--- src/rtl/hazard_seq_ctrl.sv ---
// Pipeline hazard/sequencing control: load-use stalls, branch squash, RET penalty, interrupt entry.
// Outputs are combinational from state and inputs; state, counter and in_isr are registered.
module hazard_seq_ctrl #(
  parameter int RET_PENALTY  = 2,
  parameter int DRAIN_CYCLES = 2
) (
  input  logic       clk,
  input  logic       reset,
  input  logic       rd_en_E,
  input  logic       wr_en_regf_E,
  input  logic [1:0] dest_E,
  input  logic [1:0] RA_D,
  input  logic [1:0] RB_D,
  input  logic       uses_ra_D,
  input  logic       uses_rb_D,
  input  logic       branch_taken_E,
  input  logic       is_ret_E,
  input  logic       irq,
  output logic       stall_F,
  output logic       stall_D,
  output logic       flush_D,
  output logic       flush_E,
  output logic       ret_pc_load,
  output logic       int_push_pc,
  output logic       int_push_flags,
  output logic       int_pop_flags,
  output logic       vec_load,
  output logic       irq_ack,
  output logic       in_isr
);

  typedef enum logic [2:0] {
    IDLE, RET_WAIT, INT_DRAIN, INT_PUSH_PC, INT_PUSH_FLG, INT_VEC
  } state_t;

  localparam logic [2:0] RET_INIT   = 3'(RET_PENALTY - 1);
  localparam logic [2:0] DRAIN_INIT = 3'(DRAIN_CYCLES - 1);

  state_t     r_state, w_next_state;
  logic [2:0] r_cnt, w_next_cnt;
  logic       r_in_isr, w_next_in_isr;
  logic       w_lu;
  logic       w_stall_F, w_stall_D, w_flush_D, w_flush_E;
  logic       w_ret_pc_load, w_push_pc, w_push_flags, w_pop_flags, w_vec_load, w_irq_ack;

  assign w_lu = rd_en_E & wr_en_regf_E &
                ((uses_ra_D & (RA_D == dest_E)) | (uses_rb_D & (RB_D == dest_E)));

  always_ff @(posedge clk or negedge reset) begin
    if (!reset) begin
      r_state  <= IDLE;
      r_cnt    <= 3'd0;
      r_in_isr <= 1'b0;
    end else begin
      r_state  <= w_next_state;
      r_cnt    <= w_next_cnt;
      r_in_isr <= w_next_in_isr;
    end
  end

  always_comb begin
    w_next_state  = r_state;
    w_next_cnt    = r_cnt;
    w_next_in_isr = r_in_isr;
    w_stall_F     = 1'b0;
    w_stall_D     = 1'b0;
    w_flush_D     = 1'b0;
    w_flush_E     = 1'b0;
    w_ret_pc_load = 1'b0;
    w_push_pc     = 1'b0;
    w_push_flags  = 1'b0;
    w_pop_flags   = 1'b0;
    w_vec_load    = 1'b0;
    w_irq_ack     = 1'b0;
    case (r_state)
      IDLE: begin
        if (is_ret_E) begin
          w_stall_F    = 1'b1;
          w_flush_D    = 1'b1;
          w_flush_E    = 1'b1;
          w_next_cnt   = RET_INIT;
          w_next_state = RET_WAIT;
        end else if (branch_taken_E) begin
          w_flush_D = 1'b1;
          w_flush_E = 1'b1;
        end else if (w_lu) begin
          w_stall_F = 1'b1;
          w_stall_D = 1'b1;
          w_flush_E = 1'b1;
        end else if (irq && !r_in_isr) begin
          w_stall_F    = 1'b1;
          w_flush_D    = 1'b1;
          w_next_cnt   = DRAIN_INIT;
          w_next_state = INT_DRAIN;
        end
      end
      RET_WAIT: begin
        w_stall_F = 1'b1;
        w_flush_D = 1'b1;
        w_flush_E = 1'b1;
        if (r_cnt == 3'd0) begin
          w_ret_pc_load = 1'b1;
          w_pop_flags   = r_in_isr;
          w_next_in_isr = 1'b0;
          w_next_state  = IDLE;
        end else begin
          w_next_cnt = r_cnt - 3'd1;
        end
      end
      INT_DRAIN: begin
        // Older EX/MEM instructions retire while nothing new is issued.
        w_stall_F = 1'b1;
        w_flush_D = 1'b1;
        w_flush_E = 1'b1;
        if (r_cnt == 3'd0) w_next_state = INT_PUSH_PC;
        else               w_next_cnt   = r_cnt - 3'd1;
      end
      INT_PUSH_PC: begin
        w_push_pc    = 1'b1;
        w_stall_F    = 1'b1;
        w_flush_E    = 1'b1;
        w_next_state = INT_PUSH_FLG;
      end
      INT_PUSH_FLG: begin
        w_push_flags = 1'b1;
        w_stall_F    = 1'b1;
        w_flush_E    = 1'b1;
        w_next_state = INT_VEC;
      end
      INT_VEC: begin
        w_vec_load    = 1'b1;
        w_irq_ack     = 1'b1;
        w_flush_D     = 1'b1;
        w_flush_E     = 1'b1;
        w_next_in_isr = 1'b1;
        w_next_state  = IDLE;
      end
      default: w_next_state = IDLE;
    endcase
  end

  // Combinational outputs are forced low while reset is held.
  assign stall_F        = reset & w_stall_F;
  assign stall_D        = reset & w_stall_D;
  assign flush_D        = reset & w_flush_D;
  assign flush_E        = reset & w_flush_E;
  assign ret_pc_load    = reset & w_ret_pc_load;
  assign int_push_pc    = reset & w_push_pc;
  assign int_push_flags = reset & w_push_flags;
  assign int_pop_flags  = reset & w_pop_flags;
  assign vec_load       = reset & w_vec_load;
  assign irq_ack        = reset & w_irq_ack;
  assign in_isr         = reset & r_in_isr;

endmodule

--- config.mk ---
export PLATFORM = sky130hd
export DESIGN_NAME = hazard_seq_ctrl
export DESIGN_NICKNAME = d
export VERILOG_FILES = /design/src/rtl/hazard_seq_ctrl.sv
export SDC_FILE = /design/constraint.sdc
export NUM_CORES = 1
export LEC_CHECK = 0
export ABC_AREA = 0
export CAP_MARGIN = 20
export CORE_UTILIZATION = 37
export CTS_BUF_LIST = sky130_fd_sc_hd__clkbuf_16
export CTS_CLUSTER_DIAMETER = 200
export DETAILED_ROUTE_END_ITERATION = 10
export PLACE_DENSITY = 0.82
export SYNTH_ARGS = -nofsm -noshare
export SYNTH_HDL_FRONTEND = slang
export SYNTH_SLANG_ARGS = --single-unit
--- constraint.sdc ---
create_clock -name clk -period 1.65 [get_ports clk]
set_input_delay 0.4125 -clock clk [delete_from_list [all_inputs] [get_ports clk]]
set_output_delay 0.4125 -clock clk [all_outputs]
set_load 0.005 [all_outputs]
==> impl_metrics.ini, run 1 <==
[worst_setup_path]
setup.worst_path.class = flop to output pin
reg2reg_to = r_cnt[0]$_DFFE_PN0P_
crit_fanout = 3
required_ns = 1.24
cp.arrival_ns = 1.52
rr_worst_depth = 8
startpoint_type = flop
r2r_start = r_state[1]$_DFFE_PN0P_
critPathLaunch = r_state[1]$_DFFE_PN0P_
crit_path_end_kind = output pin
rrSetupSlack_ns = -0.12

[detailed_routing]
post_drt_wl_per_cell_um = 24.9
viasPerCell = 6.45
dr.first_iter.drc_count = 76
drc = 0
wirelength_mm = 4.03
ant_nets = 0
dr.pass1.iters = 4
vias = 1045

[floorplanning]
die_h_um = 42.6
dieArea_sq_um = 1810
start_util = 0.400
die_w_um = 42.6
io_pins = 26
fp.coreArea_sq_um = 1520
fp-row-count = 14

[cts]
htreeDepth = 1
cts-buffers-inserted = 3
cts_tree = yes
cts_buffer_depth = 2
cts.reportedPaths.clkPinSlew_ns = 0.04
worstSkewPairLatency_ns = 0.24
clkSinkCount = 7
root_buffer = clkbuf_16

[sta]
maxSlewHeadroom = 0.787
setup_viol = 12
skew_ns = 0.00248
fmax_ghz = 0.517
finalMaxSlewViolations = 0
rsz0062_at_grt = yes
period_needed_ns = 1.93
final_hold_viol_count = 0
worst_pin_slew_ns = 0.318
postLayoutSetupSlackWorst_ns = -0.283
fin_crit_sh = 1.17
tns_ns = -1.83

[grt]
antenna_found_initial = 0
grt-ovfl-total = 0
grtUsageTotal = 0.349
grt_max_degree = 9
grt_pass1_wl_mm = 4.65
grt_pass1_vias = 1026

[synth]
syn_nets = 98
yosys_warnings = 0
synth_area_leaders = dfrtp_1, nor2_1, nand2_1
synth_area_sq_um = 609
syn_avg_cell_area_sq_um = 7.52
ys_types = 30
postSynthCellCount = 81
synth_seq_area_share = 0.287
async_flop_share = 1.00
synth_top_area_share = 0.287
synth_edf_count = 0
synth-seq-cells = 7
yosys_most_used_dff = dfrtp_1
synth_top_area_cell = dfrtp_1

[pwr]
clkPwrFrac = 0.186
power.leakage_nw = 0.702
sequentialPowerShare = 0.133
p_per_area_nw_per_um2 = 1590
p_switching_mw = 0.965
switching_share = 0.413
irDropWorstVdd_v = 0.00111
p_int_mw = 1.37
pwr-share-comb = 0.681

[place]
dpl.hpwl_mm = 1.43
gp_congestion = 0.804
portBuffers = 25

[run]
cap_violations = 0

[status]
status = complete, but fails checks
failed_checks = negative setup slack

[layout]
syn_to_final_growth_pct = 140
fin_nets = 164
n_antenna_cell = 0
postLayoutCoreUtil = 0.961
layout-drive-gt1-share = 0.644
final_cell_mix = buf_4, buf_6, nor2_1, buf_2, nand2_1
final_common_cell = buf_4

[min_path]
hold_class = input pin to asynchronous set/reset pin
## per-stage QoR
stage	power, mW	area [sq um]	setup WS, ns	hold WS, ns	instances
after floorplan	0.811	609	0.0314	0.117	81
after global placement	1.23	1030	-0.890	0.544	141
after detailed placement	1.28	1030	-0.963	0.567	141
after CTS	1.96	1340	-0.157	0.313	159
after global routing	2.39	1460	-0.300	0.370	162
final	2.33	1460	-0.283	0.342	162
## critical path: stages, from the launching register on
cell and delay [ns]:
dfrtp_2 0.43, buf_6 0.14, buf_4 0.14, o21ai_1 0.15, nand3_1 0.14, nor2_1 0.14, buf_2 0.14
## worst max path at each step
stage,slack [ns],cells past startpoint,end
finish,-0.28,6,stall_F
detailed placement,-0.96,7,stall_F
global placement,-0.89,7,stall_F
CTS,-0.16,6,int_pop_flags
floorplan,0.03,5,r_cnt[0]$_DFFE_PN0P_
global route,-0.30,7,stall_F
## synth_stat cells, types with 2 or more instances
| cell | n |
|---|---|
| nor2_1 | 12 |
| nand2_1 | 9 |
| dfrtp_1 | 7 |
| and2_1 | 5 |
| nor2b_1 | 5 |
| nand3_1 | 4 |
| a31oi_1 | 3 |
| and3_1 | 3 |
| inv_1 | 3 |
| nor3_1 | 3 |
| xnor2_1 | 3 |
| a21oi_1 | 2 |
| buf_2 | 2 |
| ha_1 | 2 |
| o2111ai_1 | 2 |
| o22ai_1 | 2 |
## final cells by class
class                           count  area (sq um)
Tap cell                           16          20.0
Inverter                            3          11.3
Clock inverter                      1          5.00
Clock buffer                        3          75.1
Fill cell                          34          60.1
Timing Repair Buffer               65           558
Multi-Input combinational cell     67           617
Sequential cell                     7           178
## power groups by stage
| stage | Sequential (mW) | Clock (mW) | Combinational, mW |
|---|---|---|---|
| after detailed placement | 0.312 | 0 | 0.966 |
| after global placement | 0.305 | 0 | 0.930 |
| after global routing | 0.312 | 0.442 | 1.64 |
| final | 0.310 | 0.435 | 1.59 |
| after floorplan | 0.291 | 0 | 0.520 |
| after CTS | 0.295 | 0.422 | 1.24 |
## cell families (layout without fill, tap and decap cells)
| kind of cell | after synthesis | after routing | share of synthesized area |
|---|---|---|---|
| AOI/OAI and AO/OA | 16 | 16 | 0.193 |
| xor gates and xnor gates | 3 | 3 | 0.0431 |
| adders and majority gates | 2 | 2 | 0.0411 |
| buffers and inverters | 7 | 72 | 0.0534 |
| DFF | 7 | 7 | 0.287 |
| and+or+nand+nor | 46 | 46 | 0.382 |
## registers in the layout (all words and copies together), names as in the netlist
register / cells
r_state: 3
r_in_isr: 1
r_cnt: 3
## what timing repair did
| action | 4_1_cts | 5_1_grt |
|---|---|---|
| pin swaps | 22 | 12 |
| buffers inserted | 14 | 3 |
| hold buffers | 0 | 0 |
| endpoints found under the setup margin | 14 | 13 |
| gates resized for setup | 127 | 24 |
## per-layer routing
metal | GRT usage | share of wire
met1 | 0.360 | 0.32
met2 | 0.643 | 0.47
met5 | 0 | 0
met3 | 0.0474 | 0.12
met4 | 0.231 | 0.094
(Power assumes the default switching activity.)
==> inputs of run 2 (changes only) <==
--- a/config.mk
+++ b/config.mk
@@ -10,7 +10,9 @@
 export CORE_UTILIZATION = 37
 export CTS_BUF_LIST = sky130_fd_sc_hd__clkbuf_16
 export CTS_CLUSTER_DIAMETER = 200
+export CTS_CLUSTER_SIZE = 20
 export DETAILED_ROUTE_END_ITERATION = 10
+export GPL_TIMING_DRIVEN = 0
 export PLACE_DENSITY = 0.82
 export SYNTH_ARGS = -nofsm -noshare
 export SYNTH_HDL_FRONTEND = slang
==> run 2 against run 1 <==
Against the previous run:
- core utilization decreased by 14 points
- worst hold slack got worse by 0.32 ns
- global-route usage decreased by 6.1 points
- wire length decreased by 35%
- final area decreased by 14%
- first-iteration DRC count decreased by 49%
- clock-buffer cell count unchanged
- die area unchanged
- sequential power increased by 2%
- highest routed layer unchanged
- fmax increased by 5.7%
- cell count decreased by 7.4%
- the run still ends with negative setup slack left
- combinational power decreased by 13%
==> impl_metrics.ini, run 2 (same netlist as run 1, synthesis figures left out) <==
[cts]
cts_tree = yes
root_buffer = clkbuf_16
clkSinkCount = 7
cts.reportedPaths.clkPinSlew_ns = 0.04
htreeDepth = 1
ctsHoldBuffers = 0
worstSkewPairLatency_ns = 0.23
cts-buffers-inserted = 3
cts_buffer_depth = 2

[layout]
final_cell_mix = buf_4, buf_2, buf_6, nor2_1, nand2_1
layout-drive-gt1-share = 0.612
multi_input_area_sq_um = 553
syn_to_final_growth_pct = 106
postLayoutCoreUtil = 0.823
n_antenna_cell = 0
final_common_cell = buf_4
largestRegisters = r_cnt (3), r_state (3), r_in_isr (1)
n_fill_cell = 102
regArea_sq_um = 178
fin_nets = 152

[status]
status = complete, but fails checks
failed_checks = negative setup slack

[worst_setup_path]
startpoint_type = flop
required_ns = 1.24
cp.arrival_ns = 1.42
rrSetupSlack_ns = -0.06
rr_worst_depth = 8
crit_path_end_kind = output pin
setup.worst_path.class = flop to output pin
crit_fanout = 5

[pwr]
p_per_area_nw_per_um2 = 1690
irDropWorstVdd_v = 0.000904
power.leakage_nw = 0.624
fin_total_pwr_mw = 2.12

[sta]
fmax_ghz = 0.547
setup_viol = 10
maxSlewHeadroom = 0.821
period_needed_ns = 1.83
final_hold_viol_count = 0
rsz0062_at_grt = yes
finalMaxSlewViolations = 0
fin_crit_sh = 1.11
holdWs_ns = 0.0198
worst_pin_slew_ns = 0.267
postLayoutSetupSlackWorst_ns = -0.179
skew_ns = 0.000671

[detailed_routing]
vias = 885
dr.pass1.iters = 4
viasPerCell = 5.90
dr.first_iter.drc_count = 39
wirelength_mm = 2.61
post_drt_wl_per_cell_um = 17.4
drc = 0
ant_nets = 0

[grt]
grt_max_degree = 15
grt_pass1_wl_mm = 3.82
antenna_found_initial = 0
grt-ovfl-total = 0
grt_pass1_vias = 857
grtUsageTotal = 0.289

[run]
cap_violations = 0

[floorplanning]
fp-row-count = 14
dieArea_sq_um = 1810
start_util = 0.400
die_w_um = 42.6
die_h_um = 42.6
fp.coreArea_sq_um = 1520
io_pins = 26

[min_path]
hold_class = input pin to asynchronous set/reset pin

[place]
gp_congestion = 0.812
portBuffers = 25
dpl.hpwl_mm = 1.16
-- run 2: per-stage QoR --
stage,setup TNS (ns),instance area (sq um),std cells,setup WS [ns]
6_report,-0.904,1250,150,-0.179
5_1_grt,-1.48,1250,150,-0.219
4_1_cts,-0.583,1150,141,-0.141
3_5_place_dp,-10.64,880,122,-1.06
3_3_place_gp,-10.36,880,122,-1.03
2_1_floorplan,0,609,81,0.0314
-- run 2: area by class of cell --
type,instances,share of cell area
Timing Repair Buffer,49,0.292
Inverter,3,0.00897
Clock buffer,3,0.0598
Buffer,4,0.0379
Multi-Input combinational cell,67,0.441
Sequential cell,7,0.142
Tap cell,16,0.0160
Clock inverter,1,0.00299
-- run 2: worst paths after layout --
kind                                        start                      to
setup / recovery           r_state[0]$_DFFE_PN0P_                 stall_F
hold / removal                              reset  r_state[1]$_DFFE_PN0P_
setup reg to reg             r_cnt[0]$_DFFE_PN0P_    r_cnt[2]$_DFFE_PN0P_
hold reg to reg              r_cnt[2]$_DFFE_PN0P_    r_cnt[2]$_DFFE_PN0P_
max in group asynchronous                   reset    r_in_isr$_DFFE_PN0P_
min in group clk             r_cnt[2]$_DFFE_PN0P_    r_cnt[2]$_DFFE_PN0P_
-- run 2: routing by layer --
metal  part of all wire  wire, um  track usage  vias up
li1                   -         -            -      389
met1               0.38       980        0.322      416
met2               0.52      1360        0.520       63
met3              0.056       146       0.0345       17
met4              0.047       123        0.163        0
met5                  0         0            0        -
-- run 2: critical path, cell delays in order (launching register included) --
cell and delay [ns]:
dfrtp_1 0.40, buf_6 0.15, nor2_4 0.12, nand2_2 0.08
buf_6 0.12, nor3b_2 0.15, nor2_1 0.06, buf_2 0.12
-- run 2: power by group --
group | leakage, nW | switching [mW] | internal, mW
Sequential | 0.0853 | 0.0667 | 0.251
Combinational | 0.497 | 0.660 | 0.724
Clock | 0.0423 | 0.0989 | 0.316
-- run 2: repair_timing --
action	4_1_cts	5_1_grt
resized for setup	116	16
endpoints found under the setup margin	14	13
buffers inserted	15	9
pin swaps	23	10
gates cloned	0	0
==> inputs of run 3 (changes only) <==
--- a/config.mk
+++ b/config.mk
@@ -7,13 +7,14 @@
 export LEC_CHECK = 0
 export ABC_AREA = 0
 export CAP_MARGIN = 20
-export CORE_UTILIZATION = 37
-export CTS_BUF_LIST = sky130_fd_sc_hd__clkbuf_16
+export CORE_UTILIZATION = 39
+export CTS_BUF_LIST = sky130_fd_sc_hd__clkbuf_8
 export CTS_CLUSTER_DIAMETER = 200
 export CTS_CLUSTER_SIZE = 20
 export DETAILED_ROUTE_END_ITERATION = 10
 export GPL_TIMING_DRIVEN = 0
-export PLACE_DENSITY = 0.82
+export MAX_ROUTING_LAYER = met4
+export PLACE_DENSITY = 0.86
 export SYNTH_ARGS = -nofsm -noshare
 export SYNTH_HDL_FRONTEND = slang
 export SYNTH_SLANG_ARGS = --single-unit
==> run 3 against run 2 <==
Against the previous run:
- the run now fails in global routing (5_1_grt)
- area after synthesis unchanged
- synthesized cell count stayed put
==> impl_metrics.ini, run 3 <==
[grt]
grt_max_degree = 15

[synth]
yosys_warnings = 0
syn_nets = 98
syn_avg_cell_area_sq_um = 7.52
synth_area_sq_um = 609
synth_top_area_share = 0.287
ys_top_cells_by_count = nor2_1, nand2_1, dfrtp_1, and2_1, nor2b_1
synth_edf_count = 0
ys_types = 30
postSynthCellCount = 81
async_flop_share = 1.00
synth_top_area_cell = dfrtp_1
synth_seq_area_share = 0.287
synth-seq-cells = 7
synth_most_common_cell = nor2_1
yosys_most_used_dff = dfrtp_1
synth_area_leaders = dfrtp_1, nor2_1, nand2_1

[status]
flow.stopped_at = global routing (5_1_grt)
stop_error = [ERROR DPL-0038] Utilization greater than 100%, impossible to legalize
status = aborted with a tool error

[sta]
worstEpCategory = output port
worst_endpoint = stall_D

[place]
dp_cells = 121
dpl.hpwl_mm = 1.17
dpl_worst_slack_ns = -1.08
portBuffers = 25
gp_congestion = 0.781

[floorplanning]
die_w_um = 41.5
io_pins = 26
die_h_um = 41.5
fp-row-count = 13
start_util = 0.441

[cts]
root_buffer = clkbuf_8
htreeDepth = 1
clkSinkCount = 7
ctsHoldBuffers = 0
cts_buffer_depth = 2
cts-buffers-inserted = 3
-- run 3: cell counts after synthesis --
Identical to the previous run, type by type.
-- run 3: metrics by stage --
step / area (sq um) / utilization
after CTS: 1230 / 0.889
after detailed placement: 878 / 0.635
after global placement: 878 / 0.635
after floorplan: 609 / -
-- run 3: logic make-up after synthesis --
logic type | after synthesis | share of synthesized area
AND/OR/NAND/NOR | 46 | 0.382
AO/OA/AOI/OAI | 16 | 0.193
buffers and inverters | 7 | 0.0534
flip-flops | 7 | 0.287
XOR/XNOR | 3 | 0.0431
adder cells (fa/ha/maj) | 2 | 0.0411
-- run 3: timing repair --
action / in CTS
setup endpoints to repair: 14
pin swaps: 21
buffers inserted: 25
resized for setup: 128
==> inputs of run 4 (changes only) <==
==> config.mk (replaced) <==
export PLATFORM = sky130hd
export DESIGN_NAME = hazard_seq_ctrl
export DESIGN_NICKNAME = d
export VERILOG_FILES = /design/src/rtl/hazard_seq_ctrl.sv
export SDC_FILE = /design/constraint.sdc
export NUM_CORES = 1
export LEC_CHECK = 0
export ABC_AREA = 0
export CAP_MARGIN = 20
export CORE_AREA = 2 2 63 65
export DETAILED_ROUTE_END_ITERATION = 10
export DIE_AREA = 0 0 65 67
export GPL_TIMING_DRIVEN = 0
export PLACE_DENSITY_LB_ADDON = 0.15
export SYNTH_ARGS = -nofsm -noshare
export SYNTH_HDL_FRONTEND = slang
export SYNTH_SLANG_ARGS = --single-unit
==> constraint.sdc (replaced) <==
create_clock -name clk -period 2.15 [get_ports clk]
set_input_delay 0.5375 -clock clk [delete_from_list [all_inputs] [get_ports clk]]
set_output_delay 0.5375 -clock clk [all_outputs]
set_load 0.005 [all_outputs]
==> run 4 against run 3 <==
Against the previous run:
- the run now ends clean
==> impl_metrics.ini, run 4 (same netlist as run 1, synthesis figures left out) <==
[grt]
grtUsageTotal = 0.0942
gr-usage-met2 = 0.149
grt_pass1_wl_mm = 3.20
use_met3 = 0.0287
top_usage_layer = met2
antenna_found_initial = 0
grt_pass1_vias = 674
use_met1 = 0.124
grt-ovfl-total = 0
grt_max_degree = 15

[place]
portBuffers = 25
dpl.hpwl_mm = 1.33
dpl_worst_slack_ns = -0.832
gp_congestion = 0.725

[detailed_routing]
vias = 717
post_drt_wl_per_cell_um = 10.9
viasPerCell = 4.27
ant_nets = 0
drc = 0
wirelength_mm = 1.83
dr.pass1.iters = 4
dr.first_iter.drc_count = 14

[layout]
syn_to_final_growth_pct = 86.4
final_cell_mix = buf_4, nor2_1, nand2_1
n_antenna_cell = 0
multi_input_area_sq_um = 520
regArea_sq_um = 176
fin_nets = 138
n_fill_cell = 399
layout-drive-gt1-share = 0.425
final_common_cell = buf_4
largestRegisters = r_cnt (3), r_state (3), r_in_isr (1)

[worst_setup_path]
startpoint_type = input pin
crit_path_end_kind = output pin
slowest_stage = o2111ai_4
crit_fanout = 4
required_ns = 1.61
slowest_delay_ns = 0.19
path_buf_inv = 2
critPathLaunch = dest_E[1]
path_cells = buf_4 -> and2_4 -> o2111ai_4 -> and2_4 -> nor3b_4 -> nor2_1 -> buf_2
reg2reg_to = r_cnt[2]$_DFFE_PN0P_
path_depth = 7
rrSetupSlack_ns = 0.43
rr_worst_depth = 8
crit_family = simple AND/OR/NAND/NOR gates
setup.worst_path.class = input pin to output pin
cpMostUsedCell = and2_4
r2r_start = r_cnt[1]$_DFFE_PN0P_
cp.arrival_ns = 1.53
crit_end = stall_F

[pwr]
clkPwrFrac = 0.164
p_switching_mw = 0.446
fin_total_pwr_mw = 1.13
sequentialPowerShare = 0.209
switching_share = 0.394
irDropWorstVdd_v = 0.000278
power.leakage_nw = 0.532
pwr-share-comb = 0.627
p_per_area_nw_per_um2 = 997
p_int_mw = 0.687

[cts]
cts_tree = yes
worstSkewPairLatency_ns = 0.22
cts-buffers-inserted = 3
root_buffer = clkbuf_8
cts_buffer_depth = 2
ctsHoldBuffers = 0
clkSinkCount = 7
cts.reportedPaths.clkPinSlew_ns = 0.04
htreeDepth = 1

[sta]
skew_ns = 0.00128
finalMaxSlewViolations = 0
period_needed_ns = 2.07
postLayoutSetupSlackWorst_ns = 0.0815
maxSlewHeadroom = 0.835
worst_pin_slew_ns = 0.246
final_hold_viol_count = 0
fmax_ghz = 0.483
setup_viol = 0
fin_crit_sh = 0.962
rsz0062_at_grt = no

[run]
cap_violations = 0

[floorplanning]
dieArea_sq_um = 4360
fp-row-count = 22
start_util = 0.169
die_h_um = 67
fp.coreArea_sq_um = 3610
io_pins = 26
die_w_um = 65

[min_path]
hold_class = input pin to asynchronous set/reset pin

[status]
status = finished, final reports clean
run 4: worst min path at each step:
stage | to | slack (ns) | cells after the start
2_1_floorplan | r_cnt[0]$_DFFE_PN0P_ | 0.24 | 0
3_3_place_gp | r_cnt[2]$_DFFE_PN0P_ | 0.50 | 2
5_1_grt | r_cnt[0]$_DFFE_PN0P_ | 0.11 | 1
3_5_place_dp | r_cnt[1]$_DFFE_PN0P_ | 0.50 | 2
4_1_cts | r_cnt[1]$_DFFE_PN0P_ | 0.11 | 1
6_report | r_cnt[0]$_DFFE_PN0P_ | 0.12 | 1
run 4: power by group through the flow:
| stage | sequential [mW] | clock (mW) | combinational [mW] |
|---|---|---|---|
| finish | 0.237 | 0.186 | 0.711 |
| global route | 0.243 | 0.200 | 0.802 |
| CTS | 0.236 | 0.190 | 0.682 |
| detailed placement | 0.235 | 0 | 0.567 |
| global placement | 0.235 | 0 | 0.566 |
| floorplan | 0.223 | 0 | 0.399 |
run 4: timing repair:
| item | CTS | global route |
|---|---|---|
| setup buffers | 8 | 2 |
| resized for setup | 75 | 16 |
| pin swaps | 13 | 10 |
| endpoints found under the setup margin | 11 | 5 |
run 4: layer usage:
| layer | wire length [um] | vias to the layer above |
|---|---|---|
| met5 | 0 | - |
| met4 | 17 | 0 |
| met3 | 124 | 2 |
| met2 | 788 | 21 |
| met1 | 903 | 329 |
| li1 | - | 365 |
run 4: final cells by class:
type                    instances  share of cell area
multi-input cells              67               0.458
inverters                       3             0.00991
repair buffers                 35               0.249
clock buffers                   4              0.0396
plain buffers                   4              0.0352
well taps                      48              0.0529
flip-flops and latches          7               0.155
run 4: metrics by stage:
| step | cells | util | hold WS (ns) | TNS (ns) | area [sq um] |
|---|---|---|---|---|---|
| finish | 168 | 0.315 | 0.116 | 0 | 1140 |
| global route | 168 | 0.315 | 0.113 | 0 | 1140 |
| CTS | 166 | 0.308 | 0.114 | -0.0227 | 1110 |
| detailed placement | 154 | 0.255 | 0.504 | -7.42 | 920 |
| global placement | 154 | 0.255 | 0.500 | -7.40 | 920 |
| floorplan | 81 | - | 0.242 | 0 | 609 |
